--- config.mk ---
export PLATFORM = sky130hd
export DESIGN_NAME = mux2_rr_arbiter
export DESIGN_NICKNAME = d
export VERILOG_FILES = /design/src/rtl/mux2_arb_pkg.sv /design/src/rtl/mux2_rr_arbiter_bus.sv /design/src/rtl/mux2_rr_arbiter.sv
export SDC_FILE = /design/constraint.sdc
export NUM_CORES = 1
export LEC_CHECK = 0
export ABC_AREA = 1
export CAP_MARGIN = 20
export CORE_MARGIN = 2
export CORE_UTILIZATION = 30
export CTS_BUF_LIST = sky130_fd_sc_hd__clkbuf_8
export CTS_CLUSTER_DIAMETER = 30
export DETAILED_ROUTE_END_ITERATION = 16
export SLEW_MARGIN = 20
export SYNTH_ARGS = -nofsm -noshare
export SYNTH_HDL_FRONTEND = slang
export SYNTH_SLANG_ARGS = --single-unit
--- constraint.sdc ---
create_clock -name clk -period 2.4 [get_ports clk]
set_input_delay 0.48 -clock clk [delete_from_list [all_inputs] [get_ports clk]]
set_output_delay 0.48 -clock clk [all_outputs]
set_load 0.1 [all_outputs]
--- src/rtl/mux2_arb_pkg.sv ---
`default_nettype none
// ============================================================================
// Module      : mux2_arb_pkg
// Description : Shared state encoding and source identifiers for the
//               two-input round-robin arbiter.
// Revision    : 1.0
// ============================================================================
package mux2_arb_pkg;

    typedef enum logic [1:0] {
        IDLE   = 2'd0,
        LOCK_A = 2'd1,
        LOCK_B = 2'd2
    } arb_state_e;

    localparam logic SRC_A = 1'b0;
    localparam logic SRC_B = 1'b1;

    function automatic logic other_src(input logic src);
        return (src == SRC_A) ? SRC_B : SRC_A;
    endfunction

endpackage
`default_nettype wire

--- src/rtl/mux2_rr_arbiter_bus.sv ---
`default_nettype none
// ============================================================================
// Module      : mux_2to1 / mux2_bus
// Description : Single-bit 2:1 select and a WIDTH-bit bus built from it.
// Revision    : 1.0
// ============================================================================
module mux_2to1
    import mux2_arb_pkg::*;
(
    input  logic sel_i,
    input  logic d0_i,
    input  logic d1_i,
    output logic y_o
);

    assign y_o = (sel_i == SRC_B) ? d1_i : d0_i;

endmodule

module mux2_bus #(
    parameter int WIDTH = 8
) (
    input  logic             sel_i,
    input  logic [WIDTH-1:0] d0_i,
    input  logic [WIDTH-1:0] d1_i,
    output logic [WIDTH-1:0] y_o
);

    for (genvar i = 0; i < WIDTH; i++) begin : g_bit
        mux_2to1 u_mux (
            .sel_i (sel_i),
            .d0_i  (d0_i[i]),
            .d1_i  (d1_i[i]),
            .y_o   (y_o[i])
        );
    end

endmodule
`default_nettype wire

--- src/rtl/mux2_rr_arbiter.sv ---
`default_nettype none
// ============================================================================
// Module      : mux2_rr_arbiter
// Description : Packet-aware round-robin arbiter for two valid/ready sources
//               with a registered output beat.
// Revision    : 1.0
// ============================================================================
module mux2_rr_arbiter
    import mux2_arb_pkg::*;
#(
    parameter int WIDTH = 8
) (
    input  logic             clk,
    input  logic             rst,
    input  logic             a_valid,
    input  logic [WIDTH-1:0] a_data,
    input  logic             a_last,
    output logic             a_ready,
    input  logic             b_valid,
    input  logic [WIDTH-1:0] b_data,
    input  logic             b_last,
    output logic             b_ready,
    output logic             y_valid,
    output logic [WIDTH-1:0] y_data,
    output logic             y_last,
    output logic             y_src,
    input  logic             y_ready,
    output logic             sel
);

    arb_state_e       state_q;
    logic             prio_last_q;
    logic             sel_q;
    logic             y_valid_q;
    logic [WIDTH-1:0] y_data_q;
    logic             y_last_q;
    logic             y_src_q;

    logic             load;
    logic             grant_vld;
    logic             grant;
    logic             accept;
    logic [WIDTH:0]   mux_out;

    assign load = !y_valid_q || y_ready;

    // With no requester in IDLE the select parks on its previous value.
    always_comb begin
        grant_vld = 1'b0;
        grant     = sel_q;
        case (state_q)
            LOCK_A: begin
                grant_vld = 1'b1;
                grant     = SRC_A;
            end
            LOCK_B: begin
                grant_vld = 1'b1;
                grant     = SRC_B;
            end
            default: begin
                if (a_valid && b_valid) begin
                    grant_vld = 1'b1;
                    grant     = other_src(prio_last_q);
                end else if (a_valid) begin
                    grant_vld = 1'b1;
                    grant     = SRC_A;
                end else if (b_valid) begin
                    grant_vld = 1'b1;
                    grant     = SRC_B;
                end
            end
        endcase
    end

    assign sel     = grant;
    assign a_ready = load && grant_vld && (grant == SRC_A) && a_valid;
    assign b_ready = load && grant_vld && (grant == SRC_B) && b_valid;
    assign accept  = a_ready || b_ready;

    mux2_bus #(
        .WIDTH (WIDTH + 1)
    ) u_bus (
        .sel_i (sel),
        .d0_i  ({a_last, a_data}),
        .d1_i  ({b_last, b_data}),
        .y_o   (mux_out)
    );

    always_ff @(posedge clk or posedge rst) begin
        if (rst) begin
            state_q     <= IDLE;
            prio_last_q <= SRC_B;
            sel_q       <= SRC_A;
            y_valid_q   <= 1'b0;
            y_data_q    <= '0;
            y_last_q    <= 1'b0;
            y_src_q     <= SRC_A;
        end else begin
            sel_q <= sel;
            if (accept) begin
                y_valid_q <= 1'b1;
                y_data_q  <= mux_out[WIDTH-1:0];
                y_last_q  <= mux_out[WIDTH];
                y_src_q   <= sel;
                // Priority rotates only when a whole packet has gone through.
                if (mux_out[WIDTH]) begin
                    state_q     <= IDLE;
                    prio_last_q <= sel;
                end else begin
                    state_q <= (sel == SRC_A) ? LOCK_A : LOCK_B;
                end
            end else if (y_ready) begin
                y_valid_q <= 1'b0;
            end
        end
    end

    assign y_valid = y_valid_q;
    assign y_data  = y_data_q;
    assign y_last  = y_last_q;
    assign y_src   = y_src_q;

endmodule
`default_nettype wire

==> Word-level counts from Yosys, hierarchy flattened <==
Cells that the tools add are included.
{ "totals": {"register_bits": 15, "inputBits": 23, "word_cells": 44, "out_inout_bits": 14} }
{ "classes": {"muxes": 22, "n_reduce_logical": 12, "eq_ne": 2, "bitwise_logic": 1} }
{ "ops": {"columns": ["op", "n"], "rows": [
  ["2-to-1 mux 1 bit", 19],
  ["logical AND 1 bit", 6],
  ["2-to-1 mux 2 bit", 2],
  ["equality test 2 x 1 -> 1 bit (second input constant)", 1],
  ["equality test 2 bit (second input constant)", 1],
  ["logical OR 1 bit", 2],
  ["one-hot mux 1 bit (2 select lines)", 1],
  ["AND reduction 2 bit", 1],
  ["nonzero test 2 bit", 1],
  ["OR reduction 2 bit", 1],
  ["zero test 1 bit", 1],
  ["inverter 1 bit", 1]
]} }

==> Depth between registers and ports, before layout <==
{ "logic_depth": {"word_depth": 9, "mapped_depth": 12, "mapped_depth_nobuf": 11} }

==> Cells and area by module <==
From an unflattened synthesis, not the netlist that was laid out.
{ "hier_totals": {"hier_cells": 115, "hier_area_um2": 850.8} }
{ "by_module_without_submodules": {"columns": ["module", "area_each_um2", "seq_area_each_um2", "n_inst", "cells_per_inst"], "rows": [
  ["mux2_rr_arbiter", 715.7, 376.6, 1, 79],
  ["mux_2to1", 15.0, 0.0, 9, 4]
]} }

==> Worst setup path before layout <==
OpenSTA, ideal clock, no wires.
{ "synth_path": {"path_kind": "flip-flop to output port", "start": "register y_valid_q, in the netlist y_valid", "end": "output port b_ready", "stages_incl_launch_ff": 6, "arrival_ns": 1.824, "required_time_ns": 1.920, "setup_slack_ns": 0.096, "n_path_buf": 0, "cell_sequence": "dfrtp_1 -> nand2_1 -> inv_1 -> nor2_1 -> nand2_2 -> inv_1"} }
{ "synth_between": {"elab_chain_len": 5} }
{ "synth_lines": {"columns": ["element", "line", "rtl"], "rows": [
  ["start: declaration", "mux2_rr_arbiter.sv:34", "logic y_valid_q;"],
  ["start signal: assignment", "mux2_rr_arbiter.sv:94", "y_valid_q <= 1'b0;"],
  ["start signal: assignment", "mux2_rr_arbiter.sv:101", "y_valid_q <= 1'b1;"],
  ["start signal: assignment", "mux2_rr_arbiter.sv:113", "y_valid_q <= 1'b0;"],
  ["zero test 1 bit", "mux2_rr_arbiter.sv:45", "assign load = !y_valid_q || y_ready;"],
  ["logical OR 1 bit", "mux2_rr_arbiter.sv:45", null],
  ["logical AND 1 bit (3 in a row)", "mux2_rr_arbiter.sv:77", "assign b_ready = load && grant_vld && (grant == SRC_B) && b_valid;"],
  ["end: declaration", "mux2_rr_arbiter.sv:22", "output logic b_ready,"]
]} }
Every way passes these cells.

==> Final worst setup path <==
{ "layout_path": {"start": "input port b_valid", "end": "output port b_ready"} }
{ "layout_between": {"elab_chain_len": 7, "word_cells_on_any_way": 12, "classes_between": "mux (8); reduce/logical (4)"} }
{ "layout_lines": {"columns": ["element", "line", "rtl"], "rows": [
  ["start: declaration", "mux2_rr_arbiter.sv:19", "input logic b_valid,"],
  ["2-to-1 mux 1 bit", "mux2_rr_arbiter.sv:67", "end else if (b_valid) begin"],
  ["2-to-1 mux 1 bit", "mux2_rr_arbiter.sv:64", "end else if (a_valid) begin"],
  ["2-to-1 mux 1 bit", "mux2_rr_arbiter.sv:61", "if (a_valid && b_valid) begin"],
  ["2-to-1 mux 1 bit", "mux2_rr_arbiter.sv:51", "case (state_q)"],
  ["logical AND 1 bit (2 in a row)", "mux2_rr_arbiter.sv:77", null],
  ["logical AND 1 bit (*)", "mux2_rr_arbiter.sv:77", null]
]} }
Mark *: on every way between the ends. The rest lies on a longest branch, timed or not.

==> metrics.cfg <==
[timing]
fin_crit_ps = 2210
setup_viol = 0
slew_violations = 0
finClkSkew_ps = 3.54
rsz0062_at_grt = no
hold_violations = 0
slew_headroom = 0.621
fmax_mhz = 452
fin_tns_setup_ps = 0
worst_pin_slew_ps = 568
finalCritPeriodShare = 0.921

[detailed_routing]
routed_wl_um = 1800
viasPerCell = 4.27
drt_first_iter_violations = 7
dr_total_vias = 756
firstDrtPassIters = 4
wl_per_cell_um = 10.1
ant_nets = 0
drc = 0

[critical_path]
path_max_fanout = 3
start_kind = input pin
crit_type = input pin to output pin
endpoint_kind = output pin
cp.required_ps = 1920
arrival_ps = 1730

[synth]
synth_area_leaders = dfrtp_1, nand2_1, inv_1, nand2_2, dfstp_2
ys_types = 13
synth_top_area_cell = dfrtp_1
yosysWarningCount = 0
synth_top_area_share = 0.449
synthesis.instances = 109
avgSynthCellArea_um2 = 7.15
yosysSeqAreaShare = 0.483
syn-num-nets = 133
synth.ff_latch_count = 15
synth_area_um2 = 779

[floorplanning]
initial_core_util = 0.315
core_mm2 = 0.00248
ios = 37
fp-row-count = 18
die-area_mm2 = 0.00302
die_y_um = 55.0
die_x_um = 55.0

[global_routing]
gr-total-overflow = 0
grt_usage = 0.135
grt_max_degree = 16
grt_pass1_wl_um = 2820
first_global_vias = 672
antenna_found_initial = 0

[place]
placed_cells = 173
gp_congestion = 0.744
dp_hpwl_um = 1380
portBuffers = 36

[final_layout]
layoutNonFillerInstCount = 177
final_layout_size_suffix_gt1_frac = 0.184
finalNetCount = 172
antennaDiodeCount = 0
syn_to_final_growth_pct = 54.4

[clock_tree]
cts_buffers = 3
cts_tree = done
cts_sinks = 15
cts_root_buf = clkbuf_8
clockBufferDepth = 2
cts_hold_buf = 0
htree_levels = 1
post_cts_buffers = 0
cts_resized = 0
cts.clk_slew.worst_paths_ps = 60
clk_latency_ps = 250

[run_status]
status = finished clean

[job]
maxCapViolations = 0

[worst_hold_path]
hold_path.class = flop to flop

-- layer usage --
| metal | up-vias | share of wire | GRT usage |
|---|---|---|---|
| met3 | 2 | 0.070 | 0.0323 |
| met1 | 331 | 0.46 | 0.157 |
| met5 | - | 0 | 0 |
| met4 | 0 | 0.011 | 0.0610 |
| li1 | 396 | - | - |
| met2 | 27 | 0.46 | 0.234 |
-- cell families (layout without fill, tap and decap cells) --
logic type,Yosys count,count (layout),share of synthesized area
buf+inv,15,53,0.0963
flops,15,15,0.483
fa+ha+maj,1,1,0.0160
simple gates,77,77,0.398
compound gates,1,1,0.00641
-- worst max-delay path, cell delays in order --
cell	delay (ps)
clkdlybuf4s50_1	510
nor2_1	80
nor2_2	90
nand2_2	70
nand2_2	110
nand2_2	80
inv_1	120
buf_12	190
-- cells in the mapped netlist --
cell and count:
buf_4 1, buf_6 2, dfrtp_1 14, dfstp_2 1, ha_1 1, inv_1 11, inv_2 1, nand2_1 63
nand2_2 5, nand3_1 5, nor2_1 3, nor2_2 1, o21ai_1 1
-- worst paths after layout --
path,startpoint,end,slack [ps],depth (start not counted)
worst max register to register,state_q[1],y_data[7],680,10
worst min register to register,y_src,y_src,470,2
worst min-delay path,y_src,y_src,470,2
worst max-delay path,b_valid,b_ready,190,8
max in group asynchronous,rst,prio_last_q,1440,2
min in group asynchronous,rst,y_valid,590,2
-- area by class of cell --
| type | count | area, µm² |
|---|---|---|
| sequential | 15 | 377 |
| inverter | 12 | 45.0 |
| tap | 30 | 37.5 |
| fill | 276 | 1270 |
| clock inverter | 1 | 5.00 |
| clock buffer | 3 | 41.3 |
| multi-input combinational | 79 | 328 |
| timing repair buffer | 37 | 370 |
-- cells in the final DEF, fill, tap and decap left out --
cell type / n
ha_1: 1
buf_4: 12
nand3_1: 5
o21ai_1: 1
clkbuf_8: 3
buf_12: 3
dfstp_2: 1
nor2_2: 1
dfrtp_1: 14
nor2_1: 3
inv_2: 1
nand2_2: 5
inv_1: 11
clkdlybuf4s50_1: 22
clkinv_2: 1
nand2_1: 63
-- stage by stage --
| stage | cell area, µm² | utilization | worst slack (ps) | hold slack [ps] |
|---|---|---|---|---|
| after CTS | 1200 | 0.486 | 189 | 475 |
| final | 1200 | 0.486 | 188 | 468 |
| after floorplan | 779 | - | 96.2 | 381 |
| after detailed placement | 1160 | 0.467 | 195 | 459 |
| after global placement | 1160 | 0.467 | 260 | 454 |
| after global routing | 1200 | 0.486 | 110 | 498 |
-- sequential cells by signal (all words and copies together), names as in the netlist --
| register | cells |
|---|---|
| prio_last_q | 1 |
| sel_q | 1 |
| state_q | 2 |
| y_data | 8 |
| y_last | 1 |
| y_src | 1 |
| y_valid | 1 |
Power is left out: the tool's default activity adds up to more than one toggle a clock period on the data nets, which glitch-free logic cannot reach.
